[src/rtl/cnt_sched_pkg.sv]
// Shared FSM encodings and sizing helper for the cnt_sched counter scheduler.
// Optional cancel support is controlled by CNT_SCHED_CANCEL_EN in cnt_sched.sv.
package cnt_sched_pkg;

   typedef enum logic [1:0] {
      S_IDLE = 2'd0,
      S_RUN  = 2'd1,
      S_DONE = 2'd2
   } state_t;

   // Width of a requester index; never below one bit.
   function automatic int unsigned ptr_w(input int unsigned n);
      return (n > 1) ? $clog2(n) : 1;
   endfunction

endpackage

[src/rtl/cnt_sched_rr.sv]
// Combinational round-robin pick: first set req bit at or above ptr, with wrap.
module cnt_sched_rr
   import cnt_sched_pkg::*;
#(
   parameter  int unsigned NREQ = 4,
   localparam int unsigned PW   = ptr_w(NREQ)
) (
   input  logic [NREQ-1:0] req,
   input  logic [PW-1:0]   ptr,
   output logic [NREQ-1:0] win_c,
   output logic [PW-1:0]   idx_c,
   output logic            any_c
);

   always_comb begin
      int unsigned slot;
      win_c = '0;
      idx_c = '0;
      any_c = 1'b0;
      slot  = 0;
      for (int unsigned k = 0; k < NREQ; k++) begin
         slot = (32'(ptr) + k) % NREQ;
         if (!any_c && req[PW'(slot)]) begin
            any_c              = 1'b1;
            win_c[PW'(slot)]   = 1'b1;
            idx_c              = PW'(slot);
         end
      end
   end

endmodule

[src/rtl/cnt_sched.sv]
// Shares one up-counter among NREQ requesters in round-robin order.
// Define CNT_SCHED_CANCEL_EN to add the per-requester cancel port.
module cnt_sched
   import cnt_sched_pkg::*;
#(
   parameter  int unsigned NREQ  = 4,
   parameter  int unsigned WIDTH = 8,
   localparam int unsigned PW    = ptr_w(NREQ)
) (
   input  logic                  clk,
   input  logic                  rstn,
   input  logic [NREQ-1:0]       req,
   input  logic [NREQ*WIDTH-1:0] top,
`ifdef CNT_SCHED_CANCEL_EN
   input  logic [NREQ-1:0]       cancel,
`endif
   output logic [NREQ-1:0]       gnt,
   output logic [NREQ-1:0]       done,
   output logic                  busy,
   output logic [PW-1:0]         owner,
   output logic [WIDTH-1:0]      cnt
);

   state_t             state, state_d;
   logic [NREQ-1:0]    gnt_d, done_d;
   logic               busy_d;
   logic [PW-1:0]      owner_d, ptr, ptr_d, next_ptr_c;
   logic [WIDTH-1:0]   cnt_d, top_l, top_l_d;
   logic [NREQ-1:0]    rr_win_c;
   logic [PW-1:0]      rr_idx_c;
   logic               rr_any_c;
   logic [WIDTH-1:0]   top_a [NREQ];

   for (genvar i = 0; i < NREQ; i++) begin : g_top
      assign top_a[i] = top[i*WIDTH +: WIDTH];
   end

   cnt_sched_rr #(.NREQ(NREQ)) u_rr (
      .req   (req),
      .ptr   (ptr),
      .win_c (rr_win_c),
      .idx_c (rr_idx_c),
      .any_c (rr_any_c)
   );

   // Pointer moves just past the owner once its job ends, giving it lowest priority.
   assign next_ptr_c = (owner == PW'(NREQ - 1)) ? '0 : owner + PW'(1);

   always_comb begin
      state_d = state;
      gnt_d   = gnt;
      done_d  = '0;
      busy_d  = busy;
      owner_d = owner;
      cnt_d   = cnt;
      top_l_d = top_l;
      ptr_d   = ptr;
      case (state)
         S_IDLE: begin
            if (rr_any_c) begin
               owner_d = rr_idx_c;
               top_l_d = top_a[rr_idx_c];
               gnt_d   = rr_win_c;
               busy_d  = 1'b1;
               cnt_d   = '0;
               state_d = S_RUN;
            end
         end
         S_RUN: begin
            // Completion takes priority over a same-cycle cancel.
            if (cnt == top_l) begin
               done_d  = NREQ'(1) << owner;
               cnt_d   = '0;
               state_d = S_DONE;
            end
`ifdef CNT_SCHED_CANCEL_EN
            else if (cancel[owner]) begin
               gnt_d   = '0;
               busy_d  = 1'b0;
               cnt_d   = '0;
               ptr_d   = next_ptr_c;
               state_d = S_IDLE;
            end
`endif
            else begin
               cnt_d = cnt + WIDTH'(1);
            end
         end
         S_DONE: begin
            gnt_d   = '0;
            busy_d  = 1'b0;
            ptr_d   = next_ptr_c;
            state_d = S_IDLE;
         end
         default: begin
            state_d = S_IDLE;
         end
      endcase
   end

   always_ff @(posedge clk or negedge rstn) begin
      if (!rstn) begin
         state <= S_IDLE;
         gnt   <= '0;
         done  <= '0;
         busy  <= 1'b0;
         owner <= '0;
         cnt   <= '0;
         top_l <= '0;
         ptr   <= '0;
      end else begin
         state <= state_d;
         gnt   <= gnt_d;
         done  <= done_d;
         busy  <= busy_d;
         owner <= owner_d;
         cnt   <= cnt_d;
         top_l <= top_l_d;
         ptr   <= ptr_d;
      end
   end

endmodule
[config.mk]
export PLATFORM = sky130hd
export DESIGN_NAME = cnt_sched
export DESIGN_NICKNAME = d
export VERILOG_FILES = /design/src/rtl/cnt_sched_pkg.sv /design/src/rtl/cnt_sched_rr.sv /design/src/rtl/cnt_sched.sv
export SDC_FILE = /design/constraint.sdc
export NUM_CORES = 1
export LEC_CHECK = 0
export BUFFER_PORTS_ARGS = -buffer_cell sky130_fd_sc_hd__buf_4
export CAP_MARGIN = 10
export CORE_MARGIN = 3
export CORE_UTILIZATION = 49
export CTS_CLUSTER_DIAMETER = 30
export DETAILED_ROUTE_END_ITERATION = 16
export GPL_TIMING_DRIVEN = 0
export PLACE_DENSITY = 0.77
export SYNTH_ARGS = -nofsm -noshare
export SYNTH_HDL_FRONTEND = slang
export SYNTH_SLANG_ARGS = --single-unit
[constraint.sdc]
create_clock -name clk -period 2.73 [get_ports clk]
set_input_delay 0.273 -clock clk [delete_from_list [all_inputs] [get_ports clk]]
set_output_delay 0.273 -clock clk [all_outputs]
set_load 0.05 [all_outputs]
==> reports/metrics.cfg <==
[synth]
ys.flop_type = dfrtp_1
synth_area_mm2 = 0.00233
ys_seq_area_frac = 0.332
synth_area_leaders = dfrtp_1 33%, ha_1 7.0%, nand3_1 6.0%
syn_avg_cell_area_um2 = 9.08
synth-async-reset-ratio = 1.00
ys_types = 43
synth_edf_count = 0
synth.largest_area_cell = dfrtp_1
synth_nets = 308
synth-seq-cells = 31
ys_warn_count = 0
synth_top_cell_area_share = 0.332
synth_cells = 257

[setup_path]
r2r-start = ptr[0]
crit_fanout = 10
arrival_ns = 2.79
crit_required_ns = 2.88
worstRegToRegCells = 11
worst-setup-path-type = register to register
cp-end-kind = register
reg2reg_to = top_l[7]
start_kind = register
r2r_slack_ns = 0.1

[min_path]
worstHoldEndpoint = top_l[4]
min_path_cells = 3
hp-start = top[28]
hp-class = primary input to register

[final_layout]
final_util = 0.670
layout-drive-gt1-share = 0.306
fin_cells = 379
final_nets = 377
num_antenna_cells = 0
layout_common_cells = 64 x buf_4, 29 x dfrtp_1, 28 x nand3_1
final_common_cell = buf_4
nFillCells = 399
area_growth_pct = 28.4

[global_routing]
grt_util_met3 = 0.0441
grt_util_met2 = 0.374
use_met1 = 0.301
grt_max_degree = 32
grt_pass1_vias = 2085
grt.busiest_layer = met2
antenna_found_initial = 0
track_usage = 0.229
gr-total-overflow = 0
grt_pass1_wl_um = 9780

[floorplan]
rows = 24
ios = 57
core_area_mm2 = 0.00447
fp.dieH_um = 75.0
start_util = 0.522
die_w_um = 75.0
dieArea_mm2 = 0.00563

[route]
drt_iter0_drc = 122
firstDrtPassIters = 4
ant_nets = 0
drt-vias-per-instance = 5.96
remaining_drc_errors = 0
vias = 2257
routedWlPerCell_um = 16.0
finalWirelength_um = 6070

[sta]
setup_viol = 0
worst_slew_pin_slew_ns = 1.09
slew_violations = 0
setup_ws_ns = 0.0970
fmax_mhz = 380
period_share = 0.964
period_minus_slack_ns = 2.63
hold_viol_final = 0
finClkSkew_ns = 0.00646
maxSlewHeadroom = 0.266
grt_setup_unrepaired = yes

[status]
status = completed

[cts]
cts_buffers = 5
cts_tree = built
clk_path_buf_depth = 2
root_buffer = clkbuf_8
clk_pin_slew_ns = 0.07
htreeDepth = 2
worstSkewPairLatency_ns = 0.29
cts_num_sinks = 31

[power_and_ir_drop]
peakVddDrop_mv = 0.316
leakage_uw = 0.00131
p_per_area_mw_per_mm2 = 774
p_total_uw = 2320

[placement]
globalplace.congestion = 0.846
numPortBuffers = 56
post-place-ws_ns = -0.367
dp.cells = 365
dp_hpwl_um = 4400

[job]
maxCapViolCount = 0

[flip-flops by register name, indices dropped and copies added, names as in the netlist]
name and cells:
done 4, busy 1, owner 2, gnt 4, state 2, top_l 8
cnt 8, ptr 2
[worst max-delay path by stage]
stage / start / depth (start not counted) / endpoint / slack (ns)
after floorplan: ptr[0] / 11 / top_l[7] / 0.03
after global placement: ptr[0] / 11 / top_l[7] / -0.36
after detailed placement: ptr[0] / 11 / top_l[7] / -0.37
after CTS: ptr[1] / 9 / top_l[7] / 0.04
after global routing: ptr[0] / 13 / gnt[1] / -0.002
final: ptr[0] / 11 / top_l[7] / 0.1
[routing by layer]
layer,vias to the layer above,part of all wire
li1,1086,-
met1,1066,0.42
met2,92,0.49
met3,13,0.072
met4,0,0.017
met5,-,0
[Yosys cell counts, drive strengths merged, types with 2 or more instances]
cell    count
dfrtp      31
nand3      28
nand2      22
nor2       17
o21ai      17
ha         13
a221oi     11
a22oi      11
and3       11
xnor2      10
buf         9
nand4       9
nor3        9
a21o        8
inv         8
clkbuf      5
nand2b      5
and2        4
mux4        4
mux2        3
mux2i       3
o31ai       3
a31oi       2
nor2b       2
[cells by family (layout without fill, tap and decap cells)]
logic type	Yosys count	count (layout)	synth area share
AND/OR/NAND/NOR	110	110	0.247
adder cells (fa/ha/maj)	13	13	0.0697
buffers and inverters	22	92	0.0477
multiplexers	10	10	0.0660
XOR/XNOR	11	11	0.0413
flip-flops	31	31	0.332
AO/OA/AOI/OAI	60	60	0.196
[power by group]
group	internal, µW	leakage, µW	switching (µW)	total (µW)
registers	612	0.000384	157	769
clock network	174	0.0000477	171	345
logic	480	0.000876	726	1210
[worst max-delay path: stages (launching register included)]
cell,delay (ns)
dfrtp_2,0.40
buf_8,0.16
inv_2,0.06
clkbuf_8,0.14
ha_4,0.28
mux4_2,0.31
nand2b_1,0.16
buf_2,0.17
buf_2,0.21
a31oi_4,0.22
mux2i_2,0.26
o221ai_1,0.13
[cell type report]
| type | count | area (µm²) | share of cell area |
|---|---|---|---|
| Sequential cell | 31 | 778 | 0.260 |
| Timing Repair Buffer | 62 | 468 | 0.156 |
| Buffer | 14 | 100 | 0.0334 |
| Clock buffer | 5 | 68.8 | 0.0230 |
| Inverter | 8 | 30.0 | 0.0100 |
| Multi-Input combinational cell | 204 | 1470 | 0.491 |
| Tap cell | 52 | 65.1 | 0.0217 |
| Clock inverter | 3 | 15.0 | 0.00501 |
[what timing repair did]
action,4_1_cts,5_1_grt
buffers inserted,5,0
endpoints found under the setup margin,12,11
pin swaps,1,1
hold endpoints to repair,31,0
hold buffers,1,0
resized for setup,4,5
[stage by stage]
| step | setup TNS (ns) | instance area, µm² | hold WS [ns] |
|---|---|---|---|
| after detailed placement | -2.16 | 2820 | 0.226 |
| after global routing | -0.00186 | 3000 | 0.306 |
| final | 0 | 3000 | 0.279 |
| after global placement | -1.77 | 2820 | 0.227 |
| after floorplan | 0 | 2340 | -0.0226 |
| after CTS | 0 | 2990 | 0.272 |
No activity file was read; power rests on OpenSTA's default activity.
